$ cat src/rtl/spi_pkg.sv
// spi_pkg: shared word width, state encoding and underrun fill byte for the SPI peripheral.
// Rev 1.0
`default_nettype none

package spi_pkg;

  localparam int WORD_BITS = 8;
  localparam int CNT_BITS  = $clog2(WORD_BITS);

  localparam logic [WORD_BITS-1:0] UNDERRUN_FILL = 8'h00;

  typedef enum logic [0:0] {
    ST_IDLE     = 1'b0,
    ST_SELECTED = 1'b1
  } spi_state_t;

endpackage

`default_nettype wire

$ cat src/rtl/spi_sync.sv
// spi_sync: multi-flop synchronizer with rise/fall pulses derived from a one-cycle-delayed copy.
// Rev 1.0
`default_nettype none

module spi_sync #(
  parameter int   SYNC_STAGES = 2,
  parameter logic RESET_VAL   = 1'b0
) (
  input  logic clk,
  input  logic rst,
  input  logic async_in,
  output logic rise,
  output logic fall
);

  logic [SYNC_STAGES-1:0] stages;
  logic                   prev;

  // Preset to the line's idle level so reset never manufactures an edge.
  always_ff @(posedge clk) begin
    if (rst) begin
      stages <= {SYNC_STAGES{RESET_VAL}};
      prev   <= RESET_VAL;
    end else begin
      stages <= {stages[SYNC_STAGES-2:0], async_in};
      prev   <= stages[SYNC_STAGES-1];
    end
  end

  assign rise = stages[SYNC_STAGES-1] & ~prev;
  assign fall = ~stages[SYNC_STAGES-1] & prev;

endmodule

`default_nettype wire

$ cat src/rtl/spi_peripheral.sv
// spi_peripheral: SPI mode-0 peripheral, 8-bit MSB-first, with a single-entry transmit holding register.
// Rev 1.0
`default_nettype none

module spi_peripheral
  import spi_pkg::*;
#(
  parameter int SYNC_STAGES = 2
) (
  input  logic                 i_clk,
  input  logic                 i_rst,
  input  logic                 i_sclk,
  input  logic                 i_cs_n,
  input  logic                 i_mosi,
  output logic                 o_miso,
  output logic                 o_miso_oe,
  input  logic [WORD_BITS-1:0] i_tx_data,
  input  logic                 i_tx_valid,
  output logic                 o_tx_ready,
  output logic [WORD_BITS-1:0] o_rx_data,
  output logic                 o_rx_valid,
  output logic                 o_tx_underrun,
  output logic                 o_busy
);

  spi_state_t state, state_next;

  logic sclk_rise, sclk_fall, cs_rise, cs_fall;
  logic [SYNC_STAGES-1:0] mosi_stages;
  logic mosi_bit;

  logic [WORD_BITS-1:0] hold_data;
  logic                 hold_full;
  logic [WORD_BITS-1:0] tx_shift;
  logic                 skip_shift;
  logic [WORD_BITS-2:0] rx_shift;
  logic [CNT_BITS-1:0]  bit_cnt;

  logic load, boundary_load, tx_accept, word_done;

  spi_sync #(.SYNC_STAGES(SYNC_STAGES), .RESET_VAL(1'b0)) u_sclk_sync (
    .clk      (i_clk),
    .rst      (i_rst),
    .async_in (i_sclk),
    .rise     (sclk_rise),
    .fall     (sclk_fall)
  );

  spi_sync #(.SYNC_STAGES(SYNC_STAGES), .RESET_VAL(1'b1)) u_cs_sync (
    .clk      (i_clk),
    .rst      (i_rst),
    .async_in (i_cs_n),
    .rise     (cs_rise),
    .fall     (cs_fall)
  );

  // MOSI shares the SCLK pipeline depth so the sampled bit lines up with sclk_rise.
  always_ff @(posedge i_clk) begin
    if (i_rst) mosi_stages <= '0;
    else       mosi_stages <= {mosi_stages[SYNC_STAGES-2:0], i_mosi};
  end
  assign mosi_bit = mosi_stages[SYNC_STAGES-1];

  always_ff @(posedge i_clk) begin
    if (i_rst) state <= ST_IDLE;
    else       state <= state_next;
  end

  assign word_done = sclk_rise && (bit_cnt == CNT_BITS'(WORD_BITS - 1));

  always_comb begin
    state_next    = state;
    load          = 1'b0;
    boundary_load = 1'b0;
    case (state)
      ST_IDLE: begin
        if (cs_fall) begin
          state_next = ST_SELECTED;
          load       = 1'b1;
        end
      end
      ST_SELECTED: begin
        if (cs_rise) begin
          state_next = ST_IDLE;
        end else if (word_done) begin
          load          = 1'b1;
          boundary_load = 1'b1;
        end
      end
      default: state_next = ST_IDLE;
    endcase
  end

  assign tx_accept = i_tx_valid && !hold_full;

  always_ff @(posedge i_clk) begin
    if (i_rst) begin
      hold_data     <= '0;
      hold_full     <= 1'b0;
      tx_shift      <= '0;
      skip_shift    <= 1'b0;
      rx_shift      <= '0;
      bit_cnt       <= '0;
      o_rx_data     <= '0;
      o_rx_valid    <= 1'b0;
      o_tx_underrun <= 1'b0;
    end else begin
      o_rx_valid    <= 1'b0;
      o_tx_underrun <= 1'b0;

      // A write landing with a load refills the register after the load drains it.
      hold_full <= (hold_full && !load) || tx_accept;
      if (tx_accept) hold_data <= i_tx_data;

      if (load) begin
        tx_shift      <= hold_full ? hold_data : UNDERRUN_FILL;
        o_tx_underrun <= !hold_full;
        skip_shift    <= boundary_load;
      end else if (state == ST_SELECTED && sclk_fall) begin
        if (skip_shift) skip_shift <= 1'b0;
        else            tx_shift   <= {tx_shift[WORD_BITS-2:0], 1'b0};
      end

      if (state == ST_SELECTED) begin
        if (cs_rise) begin
          bit_cnt  <= '0;
          rx_shift <= '0;
        end else if (sclk_rise) begin
          rx_shift <= {rx_shift[WORD_BITS-3:0], mosi_bit};
          bit_cnt  <= bit_cnt + 1'b1;
          if (word_done) begin
            o_rx_data  <= {rx_shift, mosi_bit};
            o_rx_valid <= 1'b1;
          end
        end
      end
    end
  end

  assign o_busy     = (state == ST_SELECTED);
  assign o_miso_oe  = o_busy;
  assign o_miso     = o_busy & tx_shift[WORD_BITS-1];
  assign o_tx_ready = !hold_full;

endmodule

`default_nettype wire

$ cat config.mk
export PLATFORM = sky130hd
export DESIGN_NAME = spi_peripheral
export DESIGN_NICKNAME = d
export VERILOG_FILES = /design/src/rtl/spi_pkg.sv /design/src/rtl/spi_sync.sv /design/src/rtl/spi_peripheral.sv
export SDC_FILE = /design/constraint.sdc
export NUM_CORES = 1
export LEC_CHECK = 0
export ABC_AREA = 1
export BUFFER_PORTS_ARGS = -buffer_cell sky130_fd_sc_hd__buf_2
export CORE_MARGIN = 8
export CORE_UTILIZATION = 55
export CTS_CLUSTER_SIZE = 12
export DETAILED_ROUTE_END_ITERATION = 10
export PLACE_DENSITY = 0.84
export SLEW_MARGIN = 20
export SYNTH_ARGS = -nofsm -noshare
export SYNTH_HDL_FRONTEND = slang
export SYNTH_SLANG_ARGS = --single-unit
$ cat constraint.sdc
create_clock -name i_clk -period 1.7 [get_ports i_clk]
set_clock_uncertainty 0.05 [all_clocks]
set_input_delay 0.085 -clock i_clk [delete_from_list [all_inputs] [get_ports i_clk]]
set_output_delay 0.085 -clock i_clk [all_outputs]
set_load 0.01 [all_outputs]
==> impl_results.md, run 1 <==
- Result of the run: complete, no violations
- Growth of design area from synthesis to finish: 20.5%
- Setup-failing EPs final: 0
- Mux share of post-synthesis cell area: 0
- Number of optimization iterations in the first detailed-route pass: 4
- Gate family responsible for the most delay along the worst path: simple AND/OR/NAND/NOR gates
- Crit path buffers/inverters: 1
- Post-synthesis net count: 254
- Total leakage power: 1.03 nW
- RD Place Congestion: 0.823
- Fraction of final layout cells sized beyond drive strength 1: 0.206
- Reg2reg path depth: 8
- CTS H-Tree Depth: 2
- Remaining DRCs: 0
- Cell chain of the critical path: ha_1 > ha_1 > nand3_2 > inv_1 > nand2_2 > nand3_4 > o21ai_0 > nor2_1
- Worst hold margin: 0.106 ns
- Diodes inserted: 0
- Most utilized layer in the global route result: met2
- Post-synthesis simple-gate area fraction: 0.288
- Antenna violations before repair: 0
- Largest family of logic cells by synthesized area: simple AND/OR/NAND/NOR gates
- Tot GR Track Use: 0.144
- TritonCTS clock tree: built
- Number of nets in the layout: approximately 300
- Kind of launch point of the worst setup path: flip-flop
- Total Power: 2.00 mW
- Worst Path Arrival: 1.75 ns
- Total grt overflow: 0
- DR WL/cell: around 11 um
- Most repeated library cell on the critical path: sky130_fd_sc_hd__ha_1
- Leading cell type in the layout, fill and taps excluded: sky130_fd_sc_hd__nand2_1
- Post-synthesis xor/xnor area fraction: 0
- Area occupied by multi-input gates: 762 sq um
- Maximum vdd ir drop: 0.601 mV
- RSZ-0062 raised after global routing: no
- Worst setup path class: reg -> reg
- Worst hold path cell count: 3
- Clock buffer depth: 2
- Port Buffer Count: 27
- Type of the tightest min-delay check: in -> reg
- Grt met3 use: 0.0377
- Maxcap violations: 0
- Vertical extent of the die: around 74 um
- Count of pins on the block boundary: 28
- Commonest non-fill, non-tap cells in the layout: sky130_fd_sc_hd__nand2_1, sky130_fd_sc_hd__dfxtp_1, sky130_fd_sc_hd__nor2_1, sky130_fd_sc_hd__buf_2, sky130_fd_sc_hd__inv_1
- Fraction of the yosys area taken by sequential cells: 0.509
- Endpoint kind of the worst setup timing path: flip-flop
- Vias in the first global route: 1471
- Initial cell density of the core: 0.562
- Combined flip-flop and latch cell area: 941 sq um
- Number of buffers inserted during clock tree synthesis: 5
- Adder-cell share of the synthesized area: 0.0136
- Root Buffer Master: sky130_fd_sc_hd__clkbuf_4
- Wire length of the first global-routing pass: 6200 um
- Worst-case headroom to the max-slew limit: 0.713
- Horizontal extent of the die: roughly 74 um
- Total number of cells along the worst setup path: 8
- Proportion of netlist area held by the largest area contributor: 0.509
- Post-Syn Area: 1850 sq um
- Number of fillers in the final layout: 282
- Critical Path Fanout Max: 9
- Pwr per Cell Area: 899 nW/um^2
- Met2 layer usage reported by global route: 0.225
- Std-Cell Core Area: 3280 sq um
- Hold Fails Final Rpt: 0
- Biggest area consumer among synthesized cells: sky130_fd_sc_hd__dfxtp_1
- Top area cells in the synthesized netlist: sky130_fd_sc_hd__dfxtp_1, sky130_fd_sc_hd__nand2_1, sky130_fd_sc_hd__nor2_1, sky130_fd_sc_hd__a21oi_1, sky130_fd_sc_hd__inv_1
- Least setup slack across all paths after layout: 0.152 ns
- Final clock period utilization by the worst path: 0.910
- Number of synthesized register bits: 47
- Detailed Place HPWL: 2350 um
- Worst-margin pin slew: 0.429 ns
- Antenna Nets Post-Route: 0
- Via count: 1549
- Final Slew Violations: 0
- Compound-gate portion of the synthesized area: 0.111
- Number of core rows: 21
- Utilization of the core after routing: 0.677
- Count of different cell masters after synthesis: 27
- Per-cell via count in the routed design: approximately 4.7
- Clock transition at the registers of the reported paths: 0.15 ns
- Total negative setup slack: 0 ns
- Average cell area after synthesis: ~7.8 sq um
- Number of warnings issued by yosys: 0
- Total clock sinks: 47
- Largest net degree at the start of global routing: 32
- DIE AREA: 5470 sq um
- Insertion delay to the later sink of the worst-skew pair: 0.36 ns
- Delay contributed by the slowest stage of the critical path: 0.35 ns
- Number of violations reported at the end of detailed-routing iteration 0: 101
- Post-Route WL: 3580 um
- Highest attainable clock frequency: 0.646 GHz
- Synthesized netlist cell count: 238
- Slowest library cell on the worst path: sky130_fd_sc_hd__dfxtp_1
- Period minus WS final: 1.55 ns
- Setup WS pre-CTS: between 0.15 and 0.2 ns
- Global routing met1 resource utilization: 0.176
- Data required time of the critical path: about 1.9 ns
## cells in the mapped netlist (all sizes together)
cell type and number:
a31oi 1, nor2 42, inv 24, ha 2
clkbuf 4, nand2 60, dfxtp 47, nand4 1
or2 2, a21oi 21, nor3 2, o21ai 18
nand3 9, buf 5
## metrics by stage
stage / cell area, sq um / cells
5_1_grt: 2220 / 327
3_5_place_dp: 2020 / 306
3_3_place_gp: 2020 / 306
4_1_cts: 2210 / 325
2_1_floorplan: 1850 / 238
6_report: 2220 / 327
## state kept, by name, indices dropped and copies added (netlist names)
signal / cells
o_tx_underrun: 1
o_busy: 1
mosi_stages: 2
u_cs_sync.prev: 1
o_rx_valid: 1
rx_shift: 7
o_rx_data: 8
tx_shift: 8
u_sclk_sync.prev: 1
hold_data: 8
bit_cnt: 3
hold_full: 1
skip_shift: 1
u_cs_sync.stages: 2
u_sclk_sync.stages: 2
## power breakdown
group          total (mW)  switching, mW  internal, mW  leakage, nW
Combinational       0.157         0.0873        0.0701        0.608
Sequential           1.16         0.0209          1.14        0.383
Clock               0.684          0.370         0.314       0.0418
## layer usage
layer | up-vias | wire [um] | share of wire
met5 | - | 0 | 0
met4 | 0 | 65 | 0.018
met3 | 5 | 175 | 0.049
met2 | 29 | 1570 | 0.44
met1 | 684 | 1760 | 0.49
li1 | 831 | - | -
## cell families after synthesis
group                    Yosys count
buffers and inverters             33
AO/OA/AOI/OAI                     40
adder cells (fa/ha/maj)            2
AND/OR/NAND/NOR                  116
flip-flops                        47
## tightest hold or removal path, delay by kind of cell
kind / cells / cell delay, ns
buffers and inverters: 2 / 0.29
and+or+nand+nor: 1 / 0.13
## worst paths after layout
kind / start / to / slack [ns]
worst max-delay path: bit_cnt[0]$_SDFFE_PP0P_ / tx_shift[6]$_SDFFE_PP0P_ / 0.15
worst min-delay path: i_rst / u_cs_sync.prev$_SDFF_PP1_ / 0.11
worst max register to register: bit_cnt[0]$_SDFFE_PP0P_ / tx_shift[6]$_SDFFE_PP0P_ / 0.15
worst min register to register: mosi_stages[0]$_SDFF_PP0_ / mosi_stages[1]$_SDFF_PP0_ / 0.36
## what timing repair did
item | CTS | global route
hold buffers | 11 | 0
resized for setup | 0 | 1
endpoints found under the hold margin | 11 | 0
endpoints found under the setup margin | 0 | 4
buffers inserted | 0 | 2
## final cells by class
| class | count | area share |
|---|---|---|
| timing repair buffer | 44 | 0.130 |
| multi-input combinational | 158 | 0.343 |
| clock buffer | 5 | 0.0169 |
| tap | 46 | 0.0259 |
| clock inverter | 3 | 0.0208 |
| sequential | 47 | 0.423 |
| inverter | 24 | 0.0405 |
Power figures use the tool's default switching activity.
==> run 2: changes to the inputs <==
--- a/config.mk
+++ b/config.mk
@@ -12,6 +12,7 @@
 export CTS_CLUSTER_SIZE = 12
 export DETAILED_ROUTE_END_ITERATION = 10
 export PLACE_DENSITY = 0.84
+export REMOVE_ABC_BUFFERS = 1
 export SLEW_MARGIN = 20
 export SYNTH_ARGS = -nofsm -noshare
 export SYNTH_HDL_FRONTEND = slang
==> impl_results.md, run 2 (synthesized netlist as in run 1, its figures left out) <==
- Least setup slack across all paths after layout: 0.123 ns (-0.0297 ns)
- Switching power: 0.474 mW (-0.93%)
- Antenna violations before repair: 0 (unchanged)
- Per-cell via count in the routed design: 4.86 (+2.5%)
- Area occupied by multi-input gates: 762 sq um (unchanged)
- Vertical extent of the die: 73.9 um (unchanged)
- Most repeated library cell on the critical path: sky130_fd_sc_hd__ha_1
- Detailed Place HPWL: 2400 um (+2.3%)
- Number of buffers inserted during clock tree synthesis: 5 (unchanged)
- Type of the tightest min-delay check: in -> reg
- Setup-failing EPs final: 0 (unchanged)
- Via count: 1588 (+2.5%)
- Tot GR Track Use: 0.153 (+0.00857)
- Maximum vdd ir drop: 0.561 mV (-6.6%)
- Maxcap violations: 0 (unchanged)
- Cell chain of the critical path: ha_1 > ha_1 > nand3_2 > inv_1 > nand2_2 > nand3_4 > o21ai_0 > nor2_1
- Number of violations reported at the end of detailed-routing iteration 0: 97 (-4.0%)
- Flop pwr share: 0.542 (-0.037)
- Final Slew Violations: 0 (unchanged)
- Delay contributed by the slowest stage of the critical path: 0.35 ns (about the same)
- Number of core rows: 21 (unchanged)
- Pwr per Cell Area: 947 nW/um^2 (+5.4%)
- Combinational share of power: 0.075 (-0.004)
- Count of pins on the block boundary: 28 (unchanged)
- Total clock sinks: 47 (unchanged)
- TritonCTS clock tree: built
- Internal power component: 1.67 mW (+9.5%)
- Total Power: 2.14 mW (+7.0%)
- Result of the run: complete, no violations
- Number of nets in the layout: 296 (unchanged)
- Root Buffer Master: sky130_fd_sc_hd__clkbuf_4
- Registers with the highest flip-flop counts: hold_data x8, o_rx_data x8, tx_shift x8
- Antenna Nets Post-Route: 0 (unchanged)
- Wire length of the first global-routing pass: 6420 um (+3.6%)
- Growth of design area from synthesis to finish: 22.3%
- Critical Path Fanout Max: 9 (unchanged)
- RD Place Congestion: 0.797 (-3.2%)
- CTS H-Tree Depth: 2 (unchanged)
- Total negative setup slack: 0 ns (unchanged)
- Relative contribution of the clock network to total power: 0.383 (+0.041)
- Worst Path Arrival: 1.80 ns (+0.05 ns)
- Post-route insts no fill: 327 (unchanged)
- Total leakage power: 1.05 nW (+1.2%)
- Clock buffer depth: 2 (unchanged)
- Net Sw Frac: 0.221 (-0.0177)
- Highest attainable clock frequency: 0.634 GHz (-1.9%)
- Fraction of final layout cells sized beyond drive strength 1: 0.206 (unchanged)
- Worst setup path class: reg -> reg
- Initial cell density of the core: 0.562 (unchanged)
- Endpoint kind of the worst setup timing path: flip-flop
- Horizontal extent of the die: 73.9 um (unchanged)
- Placed insts: 307 (+0.33%)
- DIE AREA: 5470 sq um (unchanged)
- Worst-margin pin slew: 0.448 ns (+0.0191 ns)
- Setup WS pre-CTS: 0.148 ns (-0.0184 ns)
- Leading cell type in the layout, fill and taps excluded: sky130_fd_sc_hd__nand2_1
- Final clock period utilization by the worst path: 0.928 (+0.0175)
- Post-Route WL: 3750 um (+4.8%)
- Diodes inserted: 0 (unchanged)
- Port Buffer Count: 27 (unchanged)
- Std-Cell Core Area: 3280 sq um (unchanged)
- Utilization of the core after routing: 0.688 (+0.0103)
- Total grt overflow: 0 (unchanged)
- Period minus WS final: 1.58 ns (+0.0297 ns)
- Combined flip-flop and latch cell area: 941 sq um (unchanged)
- Number of fillers in the final layout: 275 (-2.5%)
- DR WL/cell: 11.5 um (+4.8%)
- Worst-case headroom to the max-slew limit: 0.701 (-0.0128)
- Slowest library cell on the worst path: sky130_fd_sc_hd__dfxtp_1
- Insertion delay to the later sink of the worst-skew pair: 0.37 ns (about the same)
- Vias in the first global route: 1510 (+2.7%)
- Data required time of the critical path: 1.92 ns (+0.02 ns)
- Largest net degree at the start of global routing: 32 (unchanged)
- Number of optimization iterations in the first detailed-route pass: 4 (unchanged)
- Hold Fails Final Rpt: 0 (unchanged)
- Clock transition at the registers of the reported paths: 0.13 ns (-0.02 ns)
- Remaining DRCs: 0 (unchanged)
- Kind of launch point of the worst setup path: flip-flop
- Commonest non-fill, non-tap cells in the layout: sky130_fd_sc_hd__nand2_1, sky130_fd_sc_hd__dfxtp_1, sky130_fd_sc_hd__nor2_1, sky130_fd_sc_hd__buf_2, sky130_fd_sc_hd__inv_1
- RSZ-0062 raised after global routing: no
## run 2: cell count changes in the layout (fill, tap and decap cells not counted)
| cell | delta |
|---|---|
| sky130_fd_sc_hd__buf_4 | -1 |
| sky130_fd_sc_hd__buf_12 | +1 |
| sky130_fd_sc_hd__bufinv_16 | +1 |
| sky130_fd_sc_hd__o21ai_1 | -1 |
| sky130_fd_sc_hd__inv_6 | -1 |
| sky130_fd_sc_hd__o21ai_0 | +1 |
## run 2: power by group through the flow
stage          Sequential, mW  Combinational, mW  Clock, mW
3_3_place_gp             1.18              0.137          0
4_1_cts                  1.16              0.160      0.824
3_5_place_dp             1.18              0.140          0
5_1_grt                  1.16              0.181      0.876
2_1_floorplan            1.18             0.0783          0
6_report                 1.16              0.161      0.819
## run 2: layer usage
metal  track usage  vias to the layer above  routed length, um
met4        0.0820                        0                 70
met1         0.173                      712               1690
met2         0.248                       42               1750
met5             0                        -                  0
li1              -                      828                  -
met3        0.0512                        6                249
## run 2: timing repair
item,4_1_cts,5_1_grt
endpoints found under the setup margin,0,4
endpoints found under the hold margin,11,0
hold buffers,11,0
buffers inserted,0,1
resized for setup,0,0
## run 2: metrics by stage
step                cell area, sq um  hold slack, ns
floorplan                       1790           0.104
global placement                2020           0.217
detailed placement              2020           0.225
CTS                             2240          0.0729
global route                    2260          0.0818
finish                          2260          0.0918
## run 2: area by class of cell
| cell class | instances | share of cell area |
|---|---|---|
| sequential | 47 | 0.417 |
| multi-input combinational | 158 | 0.337 |
| timing repair buffer | 44 | 0.134 |
| inverter | 24 | 0.0399 |
| clock inverter | 3 | 0.0299 |
| tap | 46 | 0.0255 |
| clock buffer | 5 | 0.0166 |
## run 2: worst max-delay path, delay by kind of cell (launching register included)
family / cells / cell delay, ns
and+or+nand+nor: 4 / 0.43
adders and majority gates: 2 / 0.40
DFF: 1 / 0.35
AOI/OAI and AO/OA: 1 / 0.19
buffers and inverters: 1 / 0.06
## run 2: path summary, 6_finish.rpt
path | slack (ns) | startpoint | cells past startpoint | end
max | 0.12 | bit_cnt[0]$_SDFFE_PP0P_ | 8 | tx_shift[2]$_SDFFE_PP0P_
min reg2reg | 0.36 | mosi_stages[0]$_SDFF_PP0_ | 2 | mosi_stages[1]$_SDFF_PP0_
min | 0.09 | i_tx_valid | 4 | hold_full$_SDFF_PP0_
max reg2reg | 0.12 | bit_cnt[0]$_SDFFE_PP0P_ | 8 | tx_shift[2]$_SDFFE_PP0P_
==> run 3: changes to the inputs <==
--- a/config.mk
+++ b/config.mk
@@ -7,8 +7,10 @@
 export LEC_CHECK = 0
 export ABC_AREA = 1
 export BUFFER_PORTS_ARGS = -buffer_cell sky130_fd_sc_hd__buf_2
+export CELL_PAD_IN_SITES_DETAIL_PLACEMENT = 0
+export CELL_PAD_IN_SITES_GLOBAL_PLACEMENT = 1
 export CORE_MARGIN = 8
-export CORE_UTILIZATION = 55
+export CORE_UTILIZATION = 40
 export CTS_CLUSTER_SIZE = 12
 export DETAILED_ROUTE_END_ITERATION = 10
 export PLACE_DENSITY = 0.84
==> impl_results.md, run 3 (synthesized netlist as in run 1, its figures left out) <==
- Result of the run: complete, no violations
- Antenna Nets Post-Route: 0 (unchanged)
- Number of optimization iterations in the first detailed-route pass: 4 (unchanged)
- Final clock period utilization by the worst path: 0.893 (-0.0344)
- Maximum vdd ir drop: 0.431 mV (-23%)
- Number of nets in the layout: 294 (-0.68%)
- Pwr per Cell Area: 882 nW/um^2 (-6.9%)
- Wire length of the first global-routing pass: 6110 um (-4.7%)
- Worst setup path class: reg -> reg
- Combined flip-flop and latch cell area: 941 sq um (unchanged)
- Net Sw Frac: 0.235 (+0.0140)
- TritonCTS clock tree: built
- RD Place Congestion: 0.782 (-1.9%)
- DIE AREA: 7050 sq um (+29%)
- Horizontal extent of the die: 83.9 um (+14%)
- Period minus WS final: 1.52 ns (-0.0585 ns)
- Worst-case headroom to the max-slew limit: 0.690 (-0.0110)
- Number of gates resized after CTS: 0 (unchanged)
- Data required time of the critical path: 1.89 ns (-0.03 ns)
- Number of violations reported at the end of detailed-routing iteration 0: 95 (-2.1%)
- Number of fillers in the final layout: 456 (+66%)
- Hold_sp: i_tx_data[6]
- Relative contribution of the clock network to total power: 0.328 (-0.055)
- Total clock sinks: 47 (unchanged)
- Root Buffer Master: sky130_fd_sc_hd__clkbuf_8
- Registers with the highest flip-flop counts: hold_data x8, o_rx_data x8, tx_shift x8
- Count of pins on the block boundary: 28 (unchanged)
- Endpoint, Worst Hold: hold_data[6]$_SDFFE_PP0P_
- Per-cell via count in the routed design: 4.60 (-5.3%)
- Number of core rows: 24 (+14%)
- Final Slew Violations: 0 (unchanged)
- Setup-failing EPs final: 0 (unchanged)
- Internal reg-to-reg setup slack: 0.18 ns (+0.06 ns)
- Antenna violations before repair: 0 (unchanged)
- Fraction of final layout cells sized beyond drive strength 1: 0.197 (-0.00927)
- Area occupied by multi-input gates: 762 sq um (unchanged)
- Worst hold path cell count: 3 (-1)
- Initial cell density of the core: 0.418 (-0.144)
- Endpoint kind of the worst setup timing path: flip-flop
- Setup WS pre-CTS: 0.202 ns (+0.0540 ns)
- Leading cell type in the layout, fill and taps excluded: sky130_fd_sc_hd__nand2_1
- Number of buffers inserted during clock tree synthesis: 5 (unchanged)
- Total grt overflow: 0 (unchanged)
- Port Buffer Count: 27 (unchanged)
- Hold Fails Final Rpt: 0 (unchanged)
- Largest net degree at the start of global routing: 32 (unchanged)
- Internal power component: 1.49 mW (-10%)
- Detailed Place HPWL: 2420 um (+1.0%)
- Remaining DRCs: 0 (unchanged)
- Least setup slack across all paths after layout: 0.181 ns (+0.0585 ns)
- Commonest non-fill, non-tap cells in the layout: sky130_fd_sc_hd__nand2_1, sky130_fd_sc_hd__dfxtp_1, sky130_fd_sc_hd__nor2_1, sky130_fd_sc_hd__buf_2, sky130_fd_sc_hd__inv_1
- Total Power: 1.95 mW (-8.8%)
- Worst Path Arrival: 1.71 ns (-0.09 ns)
- CTS H-Tree Depth: 2 (unchanged)
- Insertion delay to the later sink of the worst-skew pair: 0.30 ns (-0.07 ns)
- DR WL/cell: 10.9 um (-5.2%)
- Combinational share of power: 0.079 (+0.004)
- Clock buffer depth: 2 (unchanged)
- Worst-margin pin slew: 0.465 ns (+0.0165 ns)
- Vias in the first global route: 1397 (-7.5%)
- Critical register-to-register path startpoint: bit_cnt[0]$_SDFFE_PP0P_
- Highest attainable clock frequency: 0.658 GHz (+3.9%)
- Flop pwr share: 0.593 (+0.051)
- Maxcap violations: 0 (unchanged)
- Total leakage power: 1.02 nW (-2.0%)
- Vertical extent of the die: 83.9 um (+14%)
- Post-Route WL: 3600 um (-4.1%)
- Tot GR Track Use: 0.104 (-0.0484)
- Total negative setup slack: 0 ns (unchanged)
- RSZ-0062 raised after global routing: no
- Via count: 1522 (-4.2%)
- Clock transition at the registers of the reported paths: 0.08 ns (-0.05 ns)
- Reg-to-reg endpoint: tx_shift[2]$_SDFFE_PP0P_
- Type of the tightest min-delay check: in -> reg
- Reg2reg path depth: 9 (+1)
- Kind of launch point of the worst setup path: flip-flop
- Launch point of the worst path: bit_cnt[0]$_SDFFE_PP0P_
- Std-Cell Core Area: 4410 sq um (+34%)
- Switching power: 0.459 mW (-3.0%)
- Growth of design area from synthesis to finish: 19.8%
- Diodes inserted: 0 (unchanged)
- Critical Path Fanout Max: 11 (+2)
[run 3: cell types whose count changed in the layout (fill, tap and decap cells not counted), sizes merged]
cell and change:
dlygate4sd3 -1, bufinv -2, buf -1, clkinv +1
clkinvlp -1, clkbuf +2
[run 3: stage by stage]
step,cell area (sq um),hold slack [ns],cells,util
final,2210,0.0253,331,0.501
after global routing,2210,0.0390,331,0.501
after CTS,2210,0.0228,331,0.501
after detailed placement,2030,0.219,313,0.460
after global placement,2030,0.217,313,0.460
after floorplan,1790,0.104,229,-
[run 3: worst max-delay path, cell delays in order, from the launching register on]
cell and delay, ns:
sky130_fd_sc_hd__dfxtp_1 0.33, sky130_fd_sc_hd__ha_1 0.20, sky130_fd_sc_hd__ha_1 0.18, sky130_fd_sc_hd__nand3_2 0.10
sky130_fd_sc_hd__nor2_4 0.05, sky130_fd_sc_hd__nor2_4 0.23, sky130_fd_sc_hd__o21ai_0 0.14, sky130_fd_sc_hd__nand2_1 0.07
sky130_fd_sc_hd__inv_1 0.04, sky130_fd_sc_hd__nor2_1 0.06
[run 3: what timing repair did]
| action | CTS | global route |
|---|---|---|
| hold buffers | 10 | 0 |
| endpoints found under the hold margin | 10 | 0 |
| setup buffers | 0 | 0 |
[run 3: area by class of cell]
| type | instances | share of cell area |
|---|---|---|
| sequential | 47 | 0.425 |
| multi-input combinational | 158 | 0.344 |
| timing repair buffer | 42 | 0.123 |
| inverter | 24 | 0.0407 |
| clock buffer | 7 | 0.0345 |
| tap | 52 | 0.0294 |
| clock inverter | 1 | 0.00226 |
[run 3: power groups by stage]
stage / clock network (mW) / logic (mW) / registers (mW)
2_1_floorplan: 0 / 0.0783 / 1.18
6_report: 0.641 / 0.154 / 1.16
5_1_grt: 0.713 / 0.177 / 1.16
4_1_cts: 0.666 / 0.156 / 1.16
3_5_place_dp: 0 / 0.138 / 1.18
3_3_place_gp: 0 / 0.137 / 1.18
[run 3: metal layers]
layer | up-vias | GRT usage | wire length, um
met1 | 675 | 0.126 | 1850
met2 | 23 | 0.159 | 1540
met5 | - | 0 | 0
met3 | 4 | 0.0410 | 160
met4 | 0 | 0.0471 | 47
li1 | 820 | - | -
[run 3: worst max-delay path by stage]
stage                               end  slack (ns)  cells past startpoint
4_1_cts        tx_shift[2]$_SDFFE_PP0P_        0.18                      9
2_1_floorplan  tx_shift[2]$_SDFFE_PP0P_        0.20                      8
3_5_place_dp   tx_shift[2]$_SDFFE_PP0P_        0.20                      9
6_report       tx_shift[2]$_SDFFE_PP0P_        0.18                      9
5_1_grt        tx_shift[6]$_SDFFE_PP0P_        0.04                      9
3_3_place_gp   tx_shift[6]$_SDFFE_PP0P_        0.23                      8
